File: src/rtl/module_operand_entry_pkg.sv
// Shared keypad constants and the operand-entry state type.
package pkg_keypad;

    localparam int OPER_W = 8;

    localparam logic [3:0] KEY_ENTER = 4'hA;
    localparam logic [3:0] KEY_CLEAR = 4'hB;
    localparam logic [3:0] KEY_BACK  = 4'hC;

    typedef enum logic [1:0] {
        S_NUM1,
        S_NUM2,
        S_WAIT,
        S_DONE
    } entry_state_t;

endpackage

File: src/rtl/module_operand_entry_operand_acc.sv
// One decimal operand accumulator: digit append with range/length check,
// backspace by divide-by-10, and a clear that can combine with a new digit.
module operand_acc
    import pkg_keypad::*;
#(
    parameter int MAX_DIGITS = 3,
    parameter int CNT_W      = 2
) (
    input  logic              clk,
    input  logic              rst,
    input  logic              load_digit,
    input  logic              back,
    input  logic              clr,
    input  logic [3:0]        digit,
    output logic [OPER_W-1:0] value,
    output logic [CNT_W-1:0]  count
);

    logic [OPER_W-1:0] value_q, value_d, base_v;
    logic [CNT_W-1:0]  count_q, count_d, base_c;
    logic [11:0]       cand;

    always_comb begin
        // Clear is applied first so a restart digit lands in an empty operand.
        base_v  = clr ? '0 : value_q;
        base_c  = clr ? '0 : count_q;
        cand    = 12'(base_v) * 12'd10 + 12'(digit);
        value_d = base_v;
        count_d = base_c;
        if (load_digit) begin
            if ((int'(base_c) < MAX_DIGITS) && (cand <= 12'd255)) begin
                value_d = cand[OPER_W-1:0];
                count_d = base_c + CNT_W'(1);
            end
        end else if (back && (base_c != '0)) begin
            value_d = base_v / OPER_W'(10);
            count_d = base_c - CNT_W'(1);
        end
    end

    always_ff @(posedge clk) begin
        if (rst) begin
            value_q <= '0;
            count_q <= '0;
        end else begin
            value_q <= value_d;
            count_q <= count_d;
        end
    end

    assign value = value_q;
    assign count = count_q;

endmodule

File: src/rtl/module_operand_entry.sv
// Keypad operand entry: builds two operands from digit keys, raises the
// listo_* status levels and runs the start/done handshake with the multiplier.
module module_operand_entry
    import pkg_keypad::*;
#(
    parameter int MAX_DIGITS = 3
) (
    input  logic              clk,
    input  logic              rst,
    input  logic              key_valid,
    input  logic [3:0]        key_code,
    input  logic              mul_done,
    output logic [OPER_W-1:0] num_1,
    output logic [OPER_W-1:0] num_2,
    output logic              listo_1,
    output logic              listo_2,
    output logic              listo,
    output logic              mul_start
);

    localparam int CNT_W = $clog2(MAX_DIGITS + 1);

    entry_state_t state_q;
    logic listo_1_q, listo_2_q, listo_q, mul_start_q;

    logic is_digit, is_enter, is_clear, is_back;
    logic clr_all, ld1, ld2, bk1, bk2;
    logic [CNT_W-1:0] cnt1, cnt2;
    logic [2*CNT_W-1:0] unused_cnt;

    assign is_digit = key_valid && (key_code <= 4'd9);
    assign is_enter = key_valid && (key_code == KEY_ENTER);
    assign is_clear = key_valid && (key_code == KEY_CLEAR);
    assign is_back  = key_valid && (key_code == KEY_BACK);

    // A digit in S_DONE wipes everything and becomes the first digit of num_1.
    assign clr_all = is_clear || (is_digit && (state_q == S_DONE));
    assign ld1     = is_digit && ((state_q == S_NUM1) || (state_q == S_DONE));
    assign ld2     = is_digit && (state_q == S_NUM2);
    assign bk1     = is_back && (state_q == S_NUM1);
    assign bk2     = is_back && (state_q == S_NUM2);

    operand_acc #(.MAX_DIGITS(MAX_DIGITS), .CNT_W(CNT_W)) u_acc1 (
        .clk        (clk),
        .rst        (rst),
        .load_digit (ld1),
        .back       (bk1),
        .clr        (clr_all),
        .digit      (key_code),
        .value      (num_1),
        .count      (cnt1)
    );

    operand_acc #(.MAX_DIGITS(MAX_DIGITS), .CNT_W(CNT_W)) u_acc2 (
        .clk        (clk),
        .rst        (rst),
        .load_digit (ld2),
        .back       (bk2),
        .clr        (clr_all),
        .digit      (key_code),
        .value      (num_2),
        .count      (cnt2)
    );

    assign unused_cnt = {cnt1, cnt2};

    always_ff @(posedge clk) begin
        if (rst) begin
            state_q     <= S_NUM1;
            listo_1_q   <= 1'b0;
            listo_2_q   <= 1'b0;
            listo_q     <= 1'b0;
            mul_start_q <= 1'b0;
        end else begin
            mul_start_q <= 1'b0;
            if (is_clear) begin
                state_q   <= S_NUM1;
                listo_1_q <= 1'b0;
                listo_2_q <= 1'b0;
                listo_q   <= 1'b0;
            end else begin
                case (state_q)
                    S_NUM1: if (is_enter) begin
                        state_q   <= S_NUM2;
                        listo_1_q <= 1'b1;
                    end
                    S_NUM2: if (is_enter) begin
                        state_q     <= S_WAIT;
                        listo_2_q   <= 1'b1;
                        mul_start_q <= 1'b1;
                    end
                    S_WAIT: if (mul_done) begin
                        state_q <= S_DONE;
                        listo_q <= 1'b1;
                    end
                    S_DONE: if (is_digit) begin
                        state_q   <= S_NUM1;
                        listo_1_q <= 1'b0;
                        listo_2_q <= 1'b0;
                        listo_q   <= 1'b0;
                    end
                    default: state_q <= S_NUM1;
                endcase
            end
        end
    end

    assign listo_1   = listo_1_q;
    assign listo_2   = listo_2_q;
    assign listo     = listo_q;
    assign mul_start = mul_start_q;

endmodule

File: config.mk
export PLATFORM = sky130hd
export DESIGN_NAME = module_operand_entry
export DESIGN_NICKNAME = d
export VERILOG_FILES = /design/src/rtl/module_operand_entry_pkg.sv /design/src/rtl/module_operand_entry_operand_acc.sv /design/src/rtl/module_operand_entry.sv
export SDC_FILE = /design/constraint.sdc
export NUM_CORES = 1
export LEC_CHECK = 0
export ABC_AREA = 1
export BUFFER_PORTS_ARGS = -buffer_cell sky130_fd_sc_hd__clkbuf_2
export CAP_MARGIN = 20
export CORE_UTILIZATION = 60
export CTS_BUF_LIST = sky130_fd_sc_hd__clkbuf_8
export CTS_CLUSTER_DIAMETER = 40
export DETAILED_ROUTE_END_ITERATION = 6
export MAX_ROUTING_LAYER = met4
export PLACE_DENSITY = 0.77
export SLEW_MARGIN = 10
export SYNTH_ARGS = -nofsm -noshare
export SYNTH_HDL_FRONTEND = slang
export SYNTH_HIERARCHICAL = 1
export SYNTH_SLANG_ARGS = --single-unit
File: constraint.sdc
create_clock -name clk -period 6.77 [get_ports clk]
set_input_delay 1.354 -clock clk [delete_from_list [all_inputs] [get_ports clk]]
set_output_delay 1.354 -clock clk [all_outputs]
set_load 0.005 [all_outputs]
==> results.yml, run 1 <==
place:
  dpl-instance-area_um2: 3502
  numPortBuffers: 27
  dp.final_hpwl_mm: 6.249
  place_congestion: 0.8720
  detailedPlace.worstSlack_ns: 1.018
power_and_ir_drop:
  netSwitchingFraction_pct: 47.11
  powerDensity_nw_per_um2: 230.5
  vdd_ir_drop_max_mv: 0.1524
  power.share.combinational_pct: 60.1
  net-switching-power_mw: 0.3880
  power.clock.fraction_pct: 16.2
  cellInternalPower_mw: 0.4356
  pwr-share-seq_pct: 23.7
  p_leak_nw: 1.897
worst_hold_path:
  hold_start: "listo"
  timing.hold.worst_endpoint: "listo"
  worstHoldPathCells: 2
  hold_path.class: "reg -> reg"
die:
  chipWidth_um: 76.13
  io_pins: 28
  placement_rows: 26
  die_area_um2: 5795
  die_height_um: 76.13
  start_util_pct: 63.34
  core_um2: 5205
timing:
  period_share_pct: 81.92
  max-slew-margin-rel_pct: 57.82
  hold_violations: 0
  max_freq_mhz: 180.3
  fin_skew_ns: 0.004177
  worst_pin_slew_ns: 0.6312
  setup_viol_count_final: 0
  grt_setup_unrepaired: "false"
  finalMaxSlewViolations: 0
  tns_ns: 0
  layout_setup_ws_ns: 1.224
  final_period_minus_worst_setup_slack_ns: 5.546
  fin_worst_hold_slack_ns: 0.4556
global_routing:
  grt_overflow_total: 0
  vias_in_the_first_global_route: 3216
  initial_antenna_violation_count: 0
  global_route_wire_length_before_repair_mm: 13.80
  grt_use_total_pct: 28.99
  grt_start_max_net_pins: 22
clock_network:
  cts_max_path_buffers: 2
  worst_skew_pair_latency_ns: 0.27
  clk_root_buffer_cell: "clkbuf_8"
  cts_hold_fix_bufs: 0
  clkTransAtPathRegs_ns: 0.10
  cts_buffers: 3
  cts-htree-levels: 1
  tritoncts: "yes"
  clkSinkCount: 26
  cts.repair.resized: 0
  number_of_setup_buffers_added_after_cts: 0
worst_setup_path:
  cp-start-kind: "input pin"
  critical_path.max_stage_delay_ns: 0.48
  required_ns: 6.89
  critical_path.endpoint_type: "flop"
  worstPathCellList: "clkbuf_2 > inv_1 > nand2_1 > nor3_1 > inv_1 > nand2_1 > inv_4 > nand2_1 > inv_1 > ha_1 > ha_1 > inv_1 > fa_1 > xnor2_1 > nand2_1 > nor4_1 > nor2_1 > a21oi_1 > nand2_1 > inv_1 > a21oi_1 > a2111oi_0"
  critPathMaxFanout: 12
  reg2reg_to: "u_acc1/value[7]"
  cp.buffers_inverters: 7
  timing.critical_path.from: "key_code[2]"
  worst_ep_arrival_time_ns: 5.67
  worstReg2RegStart: "state_q[0]"
  crit_path_top_delay_cell: "nand2_1"
  reg2reg_depth: 19
  critical_path_class: "in -> reg"
  regToRegSetupSlack_ns: 2.06
  critical_path.top_delay_family: "simple AND/OR/NAND/NOR gates"
cells_and_area:
  post-route-cell-area_um2: 3573
  design.final.nets: 599
  regArea_um2: 520.5
  area_delta_synth_final_pct: 8.387
  num-fill-cells: 486
  insertedDiodeCount: 0
  multiInputGateArea_um2: 2374
  post_route_cells_drive_above_1_share_pct: 17.82
synthesis:
  synth_cell_type_count: 35
  synth_seq_area_share_pct: 15.79
  mappedNetlistNets: 571
  synthDominantAreaCellType: "dfxtp_1"
  edff_count_synth: 0
  yosys_most_used_dff: "dfxtp_1"
  netlist_top_cells_area: "dfxtp_1 (16%), ha_1 (14%), nand2_1 (11%)"
  yosys-top-cells-count: "nand2_1 (96), inv_1 (89), nor2_1 (45)"
  synth_top_cell_area_share_pct: 15.79
  synth.avg_cell_area_um2: 6.304
  seq_cells_post_synth: 26
  synth_area_um2: 3297
  ys.warnings.count: 6
  yosysMostFrequentCell: "nand2_1"
  synthCells: 523
  ys_async_sr_fraction_pct: 0
route:
  route.vias.total: 3315
  detail_route.iter0.violations: 134
  avgRoutedWirePerCell_um: 12.43
  drc: 0
  antenna_violating_nets_post_route: 0
  drt-vias-per-instance: 5.347
  drt-total-wl_mm: 7.705
  drt_first_pass_iters: 4
run_status:
  status: "finished clean"
job:
  cap_violations: 0
layout by cell type (no fill, tap or decap), types with 5 or more instances in the layout:
master / instances
o21ai_0: 20
clkbuf_2: 27
nand3_2: 5
nand3_1: 38
dfxtp_1: 26
inv_1: 89
nand4_1: 7
nor2_1: 45
a21oi_1: 41
a31oi_1: 6
nand2_2: 30
inv_2: 7
nor3_1: 8
xnor2_1: 8
ha_1: 36
xor2_1: 8
or2_2: 5
nand2_1: 96
worst max path at each step:
stage,to,slack [ns],cells after the start
2_1_floorplan,u_acc1/value[1],1.97,22
3_3_place_gp,u_acc1/value[7],1.18,22
3_5_place_dp,u_acc1/value[7],1.02,22
4_1_cts,u_acc1/value[7],1.26,22
5_1_grt,u_acc1/value[7],0.79,22
6_report,u_acc1/value[7],1.22,22
per-stage QoR:
stage / power [mW] / util, % / instances
final: 0.8236 / 68.65 / 620
after global routing: 0.9111 / 68.65 / 620
after detailed placement: 0.6842 / 67.28 / 616
after floorplan: 0.5831 / - / 523
after global placement: 0.6803 / 67.28 / 616
after CTS: 0.8226 / 68.65 / 620
logic make-up after synthesis:
family          share of synthesized area, %
simple gates                           35.48
compound gates                         16.17
flops                                  15.79
fa+ha+maj                              16.09
xor+xnor                               4.251
buf+inv                                12.22
cell type report:
| cell class | count | share of cell area, % |
|---|---|---|
| Clock buffer | 3 | 1.155 |
| Clock inverter | 1 | 0.8403 |
| Inverter | 100 | 10.78 |
| Multi-Input combinational cell | 393 | 66.42 |
| Sequential cell | 26 | 14.57 |
| Tap cell | 70 | 2.451 |
| Timing Repair Buffer | 27 | 3.782 |
power groups by stage:
stage          clock (mW)  sequential (mW)  combinational, mW
5_1_grt             0.143            0.199              0.570
2_1_floorplan           0            0.196              0.387
6_report            0.133            0.196              0.495
4_1_cts             0.135            0.195              0.492
3_5_place_dp            0            0.199              0.485
3_3_place_gp            0            0.199              0.481
worst register-to-register path, cell delays in order, from the launching register on:
cell	delay, ns
dfxtp_1	0.40
ha_1	0.31
nand3_1	0.17
nand2_1	0.51
inv_4	0.15
nand2_1	0.16
inv_1	0.13
ha_1	0.31
ha_1	0.18
inv_1	0.07
fa_1	0.40
xnor2_1	0.25
nand2_1	0.10
nor4_1	0.34
nor2_1	0.07
a21oi_1	0.12
nand2_1	0.21
inv_1	0.22
a21oi_1	0.08
a2111oi_0	0.39
sequential cells by signal, summed over array words and instances (netlist names):
register,count
listo_1,1
u_acc2/count,2
u_acc1/value,8
u_acc1/count,2
listo,1
u_acc2/value,8
mul_start,1
state_q,2
listo_2,1
per-layer routing:
metal  share of wire [%]  GRT usage, %  vias to the layer above
met5                   0             -                        -
met3                 2.3         1.796                        8
met1                  46         33.46                     1500
met4                 1.3         7.115                        0
met2                  51         54.45                       51
li1                    -             -                     1756
No activity file was read; power rests on OpenSTA's default activity.
==> run 2, diff against run 1 <==
Clock period 6.77 ns to 5.65 ns, I/O delays scaled along.
==> results.yml, run 2 (synthesis gave the netlist of run 1 again) <==
power_and_ir_drop:
  net-switching-power_mw: 0.4686
  power.share.combinational_pct: 62.3
  cellInternalPower_mw: 0.4905
  power.clock.fraction_pct: 13.3
  p_leak_nw: 1.895
  vdd_ir_drop_max_mv: 0.1835
  powerDensity_nw_per_um2: 268.9
  netSwitchingFraction_pct: 48.86
  pwr-share-seq_pct: 24.5
route:
  drt_first_pass_iters: 5
  antenna_violating_nets_post_route: 0
  drt-total-wl_mm: 8.007
  detail_route.iter0.violations: 162
  drc: 0
  avgRoutedWirePerCell_um: 12.89
  route.vias.total: 3354
  drt-vias-per-instance: 5.401
timing:
  worst_pin_slew_ns: 0.5077
  max-slew-margin-rel_pct: 66.15
  period_share_pct: 88.06
  final_period_minus_worst_setup_slack_ns: 4.975
  fin_skew_ns: 0.003546
  tns_ns: 0
  setup_viol_count_final: 0
  max_freq_mhz: 201.0
  hold_violations: 0
  finalMaxSlewViolations: 0
  grt_setup_unrepaired: "false"
clock_network:
  clk_root_buffer_cell: "clkbuf_8"
  number_of_setup_buffers_added_after_cts: 0
  clkTransAtPathRegs_ns: 0.10
  cts_hold_fix_bufs: 0
  clkSinkCount: 26
  worst_skew_pair_latency_ns: 0.28
  cts_buffers: 3
  tritoncts: "yes"
  cts.repair.resized: 0
  cts_max_path_buffers: 2
  cts-htree-levels: 1
place:
  place_congestion: 0.9774
  dpl-instance-area_um2: 3510
  dp.final_hpwl_mm: 6.501
  numPortBuffers: 27
worst_setup_path:
  critical_path.endpoint_type: "flop"
  critical_path_class: "in -> reg"
  required_ns: 5.79
  worst_ep_arrival_time_ns: 5.12
  critPathMaxFanout: 12
  cp-start-kind: "input pin"
cells_and_area:
  post-route-cell-area_um2: 3567
  layout.cells.most_common: "nand2_1"
  post_route_cells_drive_above_1_share_pct: 18.15
  num-fill-cells: 500
  insertedDiodeCount: 0
  area_delta_synth_final_pct: 8.197
  design.final.nets: 600
  mostFrequentLayoutCells: "nand2_1 (95), inv_1 (89), nor2_1 (45)"
die:
  io_pins: 28
  start_util_pct: 63.34
  die_height_um: 76.13
  die_area_um2: 5795
  placement_rows: 26
  core_um2: 5205
  chipWidth_um: 76.13
job:
  cap_violations: 0
global_routing:
  grt_start_max_net_pins: 22
  grt_overflow_total: 0
  vias_in_the_first_global_route: 3242
  grt_use_total_pct: 30.05
  initial_antenna_violation_count: 0
  global_route_wire_length_before_repair_mm: 14.12
worst_hold_path:
  hold_path.class: "reg -> reg"
run_status:
  status: "finished clean"
run 2: area by class of cell:
| type | count | area (µm²) | share of cell area (%) |
|---|---|---|---|
| sequential | 26 | 520.5 | 14.59 |
| inverter | 100 | 385.4 | 10.80 |
| tap | 70 | 87.58 | 2.455 |
| timing repair buffer | 28 | 142.6 | 3.999 |
| clock buffer | 4 | 55.05 | 1.543 |
| multi-input combinational | 393 | 2376 | 66.61 |
run 2: path summary, 6_finish.rpt:
path / slack, ns / start / depth (start not counted) / end
worst min register to register: 0.45 / listo / 2 / listo
worst max register to register: 1.29 / state_q[1] / 19 / u_acc1/value[7]
worst min-delay path: 0.45 / listo / 2 / listo
worst max-delay path: 0.67 / key_code[2] / 22 / u_acc1/value[7]
run 2: through the flow:
stage          utilization (%)  hold slack [ns]  cells  setup slack [ns]  total power [mW]
2_1_floorplan                -           0.4418    523             1.069            0.6987
3_3_place_gp             67.43           0.4367    617            0.4154            0.8147
3_5_place_dp             67.43           0.4388    617            0.3706            0.8264
4_1_cts                  68.49           0.4542    621            0.6007            0.9573
5_1_grt                  68.53           0.5016    621           0.09026             1.053
6_report                 68.53           0.4507    621            0.6747            0.9591
run 2: power groups by stage:
stage	logic, mW	clock network (mW)	registers (mW)
6_report	0.597	0.127	0.235
5_1_grt	0.678	0.137	0.238
4_1_cts	0.593	0.130	0.234
3_5_place_dp	0.588	0	0.238
3_3_place_gp	0.577	0	0.238
2_1_floorplan	0.464	0	0.235
run 2: layer usage:
metal	GRT usage, %	wire, µm	vias to the layer above	part of all wire [%]
met4	9.423	182	0	2.3
met3	2.156	259	18	3.2
met5	-	0	-	0
met1	32.89	3485	1501	44
met2	57.45	4079	82	51
li1	-	-	1753	-
run 2: critical path: stages:
cell	delay, ns
clkbuf_2	0.17
inv_1	0.10
nand2_1	0.06
nor3_1	0.27
inv_1	0.09
nand2_2	0.22
inv_4	0.11
nand2_1	0.13
inv_1	0.13
ha_1	0.31
ha_1	0.16
inv_1	0.05
fa_1	0.39
xnor2_1	0.26
nand2_1	0.11
nor4_1	0.34
nor2_1	0.07
a21oi_1	0.12
nand2_1	0.23
inv_1	0.22
a21oi_1	0.09
a2111oi_0	0.35
